--- config.mk ---
export PLATFORM = sky130hd
export DESIGN_NAME = pa_feeder
export DESIGN_NICKNAME = d
export VERILOG_FILES = /design/src/rtl/pa_feeder.sv
export SDC_FILE = /design/constraint.sdc
export NUM_CORES = 2
export LEC_CHECK = 0
export ABC_AREA = 1
export CORE_MARGIN = 2
export CORE_UTILIZATION = 60
export DETAILED_ROUTE_END_ITERATION = 8
export HOLD_SLACK_MARGIN = 0.08
export PLACE_DENSITY = 0.77
export SLEW_MARGIN = 25
export SYNTH_ARGS = -nofsm -noshare
export SYNTH_HDL_FRONTEND = slang
export SYNTH_MEMORY_MAX_BITS = 65536
export SYNTH_SLANG_ARGS = --single-unit
--- constraint.sdc ---
create_clock -name clk -period 34.5 [get_ports clk]
set_input_delay 5.175 -clock clk [delete_from_list [all_inputs] [get_ports clk]]
set_output_delay 5.175 -clock clk [all_outputs]
set_load 0.05 [all_outputs]
--- src/rtl/pa_feeder.sv ---
// Vector-pair feeder: buffers {v, h, last} entries and releases them to the array in bursts.
// A burst starts once BURST_LEN entries or a last-flagged entry are buffered, and ends on the BURST_LEN-th pop or a last pop.
//
// state  | meaning
// IDLE   | buffer empty, nothing presented
// FILL   | entries buffered, waiting for a full burst or a last flag
// STREAM | head entry presented, data_rdy_o high, pops allowed
module pa_feeder #(
    parameter int SIZE_MAT   = 16,
    parameter int WIDTH_DATA = 16,
    parameter int DEPTH      = 8,
    parameter int BURST_LEN  = 4
) (
    input  logic                           clk,
    input  logic                           rst_n,
    input  logic                           wr_valid_i,
    input  logic [SIZE_MAT*WIDTH_DATA-1:0] wr_v_data_i,
    input  logic [SIZE_MAT*WIDTH_DATA-1:0] wr_h_data_i,
    input  logic                           wr_last_i,
    output logic                           wr_ready_o,
    input  logic                           read_en_i,
    output logic                           data_rdy_o,
    output logic [SIZE_MAT*WIDTH_DATA-1:0] v_bus_o,
    output logic [SIZE_MAT*WIDTH_DATA-1:0] h_bus_o,
    output logic                           burst_done_o,
    output logic                           underflow_err_o
);

    localparam int BW  = SIZE_MAT * WIDTH_DATA;
    localparam int PW  = $clog2(DEPTH);
    localparam int CW  = $clog2(DEPTH + 1);
    localparam int PCW = $clog2(BURST_LEN + 1);

    typedef enum logic [1:0] {IDLE, FILL, STREAM} state_t;

    state_t          state, state_nxt;
    logic [BW-1:0]   mem_v [DEPTH];
    logic [BW-1:0]   mem_h [DEPTH];
    logic            mem_last [DEPTH];
    logic [PW-1:0]   wr_ptr, rd_ptr;
    logic [CW-1:0]   count, count_nxt, last_cnt;
    logic [PCW-1:0]  pop_cnt;
    logic            push, pop, head_last, burst_end;

    assign wr_ready_o = (count < CW'(DEPTH));
    assign push       = wr_valid_i && wr_ready_o;
    assign pop        = read_en_i && data_rdy_o;
    assign head_last  = mem_last[rd_ptr];
    assign burst_end  = pop && ((pop_cnt == PCW'(BURST_LEN - 1)) || head_last);
    assign count_nxt  = count + CW'(push) - CW'(pop);

    // Storage is deliberately left out of reset; pointers and count define validity.
    always_ff @(posedge clk) begin
        if (push) begin
            mem_v[wr_ptr]    <= wr_v_data_i;
            mem_h[wr_ptr]    <= wr_h_data_i;
            mem_last[wr_ptr] <= wr_last_i;
        end
    end

    always_ff @(posedge clk or negedge rst_n) begin
        if (!rst_n) begin
            wr_ptr          <= '0;
            rd_ptr          <= '0;
            count           <= '0;
            last_cnt        <= '0;
            pop_cnt         <= '0;
            underflow_err_o <= 1'b0;
        end else begin
            if (push) wr_ptr <= wr_ptr + 1'b1;
            if (pop)  rd_ptr <= rd_ptr + 1'b1;
            count    <= count_nxt;
            last_cnt <= last_cnt + CW'(push && wr_last_i) - CW'(pop && head_last);
            if (state != STREAM)
                pop_cnt <= '0;
            else if (pop)
                pop_cnt <= pop_cnt + 1'b1;
            if (read_en_i && !data_rdy_o)
                underflow_err_o <= 1'b1;
        end
    end

    always_ff @(posedge clk or negedge rst_n) begin
        if (!rst_n) state <= IDLE;
        else        state <= state_nxt;
    end

    always_comb begin
        state_nxt = state;
        case (state)
            IDLE:   if (count != '0) state_nxt = FILL;
            FILL:   if (count >= CW'(BURST_LEN) || last_cnt != '0) state_nxt = STREAM;
            STREAM: if (burst_end) state_nxt = (count_nxt == '0) ? IDLE : FILL;
            default: state_nxt = IDLE;
        endcase
    end

    always_comb begin
        data_rdy_o   = (state == STREAM);
        burst_done_o = (state == STREAM) && burst_end;
        v_bus_o      = data_rdy_o ? mem_v[rd_ptr] : '0;
        h_bus_o      = data_rdy_o ? mem_h[rd_ptr] : '0;
    end

endmodule

* Word-level counts from Yosys, hierarchy flattened
Memories as Yosys holds them, arrays and structs flattened.
Index checks and enable logic that the tools add are counted.
W data, S select, Z words.
** Storage, ports and cells
- Bits in registers :: 20
- Bits of input ports :: 517
- Memories :: 3
- Bits in writable memories :: 4104
** Operators by class
- Muxes and demuxes :: 11
- Magnitude comparators :: 2
- Reduce and logical (&&, ||, !) cells :: 16
- Equal/unequal tests :: 7
- Add/subtract/negate cells :: 7
** Memories
- mem_h :: words 8, bits a word 256, rd ports 1, clocked after Yosys merged registers in 0, write ports 1, RTL line 38 : logic [BW-1:0] mem_h [DEPTH];
- mem_v :: words 8, bits a word 256, rd ports 1, clocked after Yosys merged registers in 0, write ports 1, RTL line 37 : logic [BW-1:0] mem_v [DEPTH];
- mem_last :: words 8, bits a word 1, rd ports 1, clocked after Yosys merged registers in 0, write ports 1, RTL line 39 : logic mem_last [DEPTH];
** Operators with widths (number)
- $mux W256 :: 2
- $add A3 B1 Y3 const B :: 3
- $add A4 B1 Y4 :: 2
- $reduce_bool A4 Y1 :: 2
- $sub A4 B1 Y4 :: 2
- $logic_and A1 B1 Y1 :: 7
- $mux W2 :: 3
- $mux W3 :: 2
- $ne A2 B2 Y1 const B :: 3
- $pmux W2 S3 :: 1
- $ge A4 B3 Y1 const B :: 1
- $logic_not A4 Y1 :: 1
- $lt A4 B4 Y1 const B :: 1
- $eq A3 B2 Y1 const B :: 1
- $mux W1 :: 3
- $reduce_and A3 Y1 :: 1
- $eq A2 B1 Y1 const B :: 1
- $eq A2 B2 Y1 const B :: 1
- $logic_not A2 Y1 :: 1
- $logic_or A1 B1 Y1 :: 2
- $ne A2 B1 Y1 const B :: 1
- $reduce_bool A2 Y1 :: 1
- $logic_not A1 Y1 :: 1

* Logic depth before layout (Yosys ltp)
- Word-level depth :: 8
- Depth in mapped cells :: 16
- Mapped depth without buffers :: 14

* Worst setup path before layout
OpenSTA, ideal clock, no wires.
- Kind :: in2reg
- From :: input wr_valid_i
- To :: memory mem_h[0][0] (netlist name), enable pin
- Path buffers :: 0
- Stages on the path :: 3
- Required time :: 33099 ps
- Arrival :: 26829 ps
- Setup slack :: 6270 ps
- Path through :: nand2_1 -> or2_2 -> nor2_1
** On the way
- Word-level cells in the longest chain between the ends :: 3
** Ends and longest elaborated chain
- start, declared :: RTL line 16 : input logic wr_valid_i,
- $logic_and A1 B1 Y1 :: RTL line 46 : assign push = wr_valid_i && wr_ready_o;
- $mux W1 :: RTL line 54 : if (push) begin
- $mux W1 (implied by the code) :: RTL line 56 : mem_h[wr_ptr] <= wr_h_data_i;
- end, declared :: RTL line 38
No other way between the ends.

* Final worst setup path
- From :: register rd_ptr[0]
- To :: output v_bus_o[234]
** On the way
- Word-level cells in the longest chain between the ends :: 2
** Ends and longest elaborated chain
- start, declared :: RTL line 40 : logic [PW-1:0] wr_ptr, rd_ptr;
- start signal, assigned :: RTL line 71 : if (pop) rd_ptr <= rd_ptr + 1'b1;
- $mem_v2 Z8 W256
- $mux W256 :: RTL line 101 : v_bus_o = data_rdy_o ? mem_v[rd_ptr] : '0;
- end, declared :: RTL line 23 : output logic [SIZE_MAT*WIDTH_DATA-1:0] v_bus_o,
No other way between the ends.

==> flow_metrics.tcl <==
set metrics [dict create \
    synth-async-reset-ratio 0.004850 \
    cts_max_path_buffers 4 \
    tightest_slew_ns 1.240 \
    drive_above_1_share 0.05456 \
    hold_viol 0 \
    drt-total-wl_um 414200 \
    yosysTopAreaCell "edfxtp_1" \
    io_pins 1033 \
    synth_fp_nets 12809 \
    cp-start-kind "flip-flop" \
    max_slew_margin 0.1731 \
    dpl_cell_area_um2 172700 \
    cts_root_buf "clkbuf_16" \
    yosys_most_used_dff "edfxtp_1" \
    fin_crit_ns 13.68 \
    rsz0062_at_grt "false" \
    wire_per_inst_um 24.36 \
    clk_latency_ns 0.96 \
    cp_data_required_time_ns 29.32 \
    synth_area_um2 160100 \
    finalSetupTns_ns 0 \
    ys_types 26 \
    yosys.area.top_type_share 0.7698 \
    rows 189 \
    intPower_w 0.01010 \
    hold_class "flip-flop to flip-flop" \
    gp_congestion 0.8172 \
    core_area_um2 265300 \
    dpl.hpwl_um 220600 \
    mostFrequentLayoutCell "edfxtp_1" \
    htreeDepth 5 \
    critPathMaxFanout 160 \
    whs_path_depth 2 \
    start_util 0.6034 \
    p_leak_nw 59.41 \
    fin_area_um2 186200 \
    ys_ff_latch 4124 \
    drc 0 \
    crit_type "flip-flop to primary output" \
    cts.reportedPaths.clkPinSlew_ns 0.06 \
    antenna_found_initial 135 \
    clkSinkCount 4124 \
    worst_clock_skew_ns 0.05632 \
    utilization 0.7017 \
    cts_resized 0 \
    tritoncts "built" \
    cts_made_buffers 400 \
    syn_avg_cell_area_um2 13.04 \
    via_per_inst 6.137 \
    fill_cells 16629 \
    detail-route-antenna-nets 0 \
    pre_cts_ws_ns 21.52 \
    grt_util_all_layers 0.2965 \
    ys_seq_area_frac 0.7729 \
    die_area_um2 271000 \
    setup_ws_ns 20.82 \
    power_density_nw_per_um2 88.33 \
    vias 104348 \
    power.share.clock 0.263 \
    synth_warnings 0 \
    die_h_um 520.6 \
    grt_start_max_net_pins 242 \
    setup_violations 0 \
    hold_buffers 0 \
    die_x_um 520.6 \
    status "finished clean" \
    synth-edff-count 4104 \
    drtPass1Iterations 6 \
    reg2regPathDepth 11 \
    cp-end-kind "primary output" \
    p_seq_frac 0.378 \
    grt_pass1_wl_um 611300 \
    fmax_mhz 73.10 \
    syn-instance-count 12276 \
    synth_area_leaders "edfxtp_1, nor2_1, o21ai_0, a31oi_1, o21ai_1" \
    multi_input_area_um2 32690 \
    drv_slew 0 \
    peakVddDrop_mv 0.09909 \
    seq_area_um2 123800 \
    syn_to_final_growth_pct 16.29 \
    switching_share 0.3859 \
    worstPathArrival_ns 8.50 \
    grt_overflow 0 \
    grt_pass1_vias 101539 \
    post-route-period-util 0.3965 \
    power_frac_comb 0.359 \
    max_cap_violations 0 \
    nets 13548 \
    drt_iter0_markers 12770 \
    netSwitchingPower_w 0.006346 \
    cts_setup_buffers 0 \
    mostFrequentLayoutCells "edfxtp_1, nor2_1, o21ai_0" \
    portBuffers 1032 \
]
[path summary, 6_finish.rpt]
check / from / to / slack, ns
max: rd_ptr[0]$_DFFE_PN0P_ / v_bus_o[234] / 20.82
min: state[0]$_DFFE_PN0P_ / state[0]$_DFFE_PN0P_ / 0.50
max reg2reg: count[3]$_DFF_PN0_ / mem_v[5][213]$_DFFE_PP_ / 27.04
min reg2reg: state[0]$_DFFE_PN0P_ / state[0]$_DFFE_PN0P_ / 0.50
max in group asynchronous: rst_n / rd_ptr[1]$_DFFE_PN0P_ / 29.61
min in group asynchronous: rst_n / underflow_err_o$_DFFE_PN0P_ / 4.60
[synthesized netlist by cell type (all sizes together), types with 5 or more instances]
library cell and instances:
a31oi 512, buf 291, clkbuf 563, dfrtp 20, edfxtp 4104, ha 14
inv 32, nand2 37, nand3 15, nor2 3595, o21ai 3076, xor2 5
[final cells by class]
| cell class | count | area share |
|---|---|---|
| tap | 3533 | 0.02374 |
| clock buffer | 485 | 0.05593 |
| sequential | 4124 | 0.6647 |
| multi-input combinational | 7266 | 0.1756 |
| antenna | 125 | 0.001680 |
| clock inverter | 246 | 0.01384 |
| timing repair buffer | 1191 | 0.06373 |
| inverter | 32 | 0.0008064 |
[routing by layer]
metal | vias up | wire length [µm] | GRT usage
met5 | - | 635 | 0
met4 | 102 | 19150 | 0.1400
met3 | 971 | 48000 | 0.07961
met2 | 5411 | 195800 | 0.4638
met1 | 51453 | 150600 | 0.3902
li1 | 46411 | - | -
[flip-flops by register name, summed over array words and instances, names as in the netlist]
name and cells:
mem_h 2048, mem_v 2048, mem_last 8, count 4, last_cnt 4, pop_cnt 3
rd_ptr 3, wr_ptr 3, state 2, underflow_err_o 1
[cells by family after synthesis]
kind of cell / synth area share
compound gates: 0.1164
flops: 0.7729
fa+ha+maj: 0.001344
simple gates: 0.08578
xor+xnor: 0.0003282
buf+inv: 0.02329
[power by group through the flow]
stage               sequential, W  clock (W)  combinational (W)
finish                    0.00622    0.00432            0.00591
global route              0.00625    0.00454            0.00635
CTS                       0.00622    0.00435            0.00585
detailed placement        0.00632          0            0.00579
global placement          0.00630          0            0.00564
floorplan                 0.00673          0            0.00393
[metrics by stage]
stage	power, W	cells	hold slack, ns
after floorplan	0.01066	12276	0.4642
after global placement	0.01194	16141	0.4864
after detailed placement	0.01211	16142	0.4870
after CTS	0.01642	16873	0.5039
after global routing	0.01715	16932	0.5331
final	0.01645	17002	0.5018
[critical path: stages, from the launching register on]
cell and delay [ns]:
dfrtp_4 0.81, inv_8 0.69, buf_4 0.75, buf_4 0.90, buf_4 0.87, buf_6 0.71, buf_6 0.71, o21ai_0 0.25
o21ai_0 0.16, o21ai_0 0.13, a31oi_1 0.25, clkdlybuf4s50_1 0.90
Note: power is estimated with default switching activity, not from simulation.
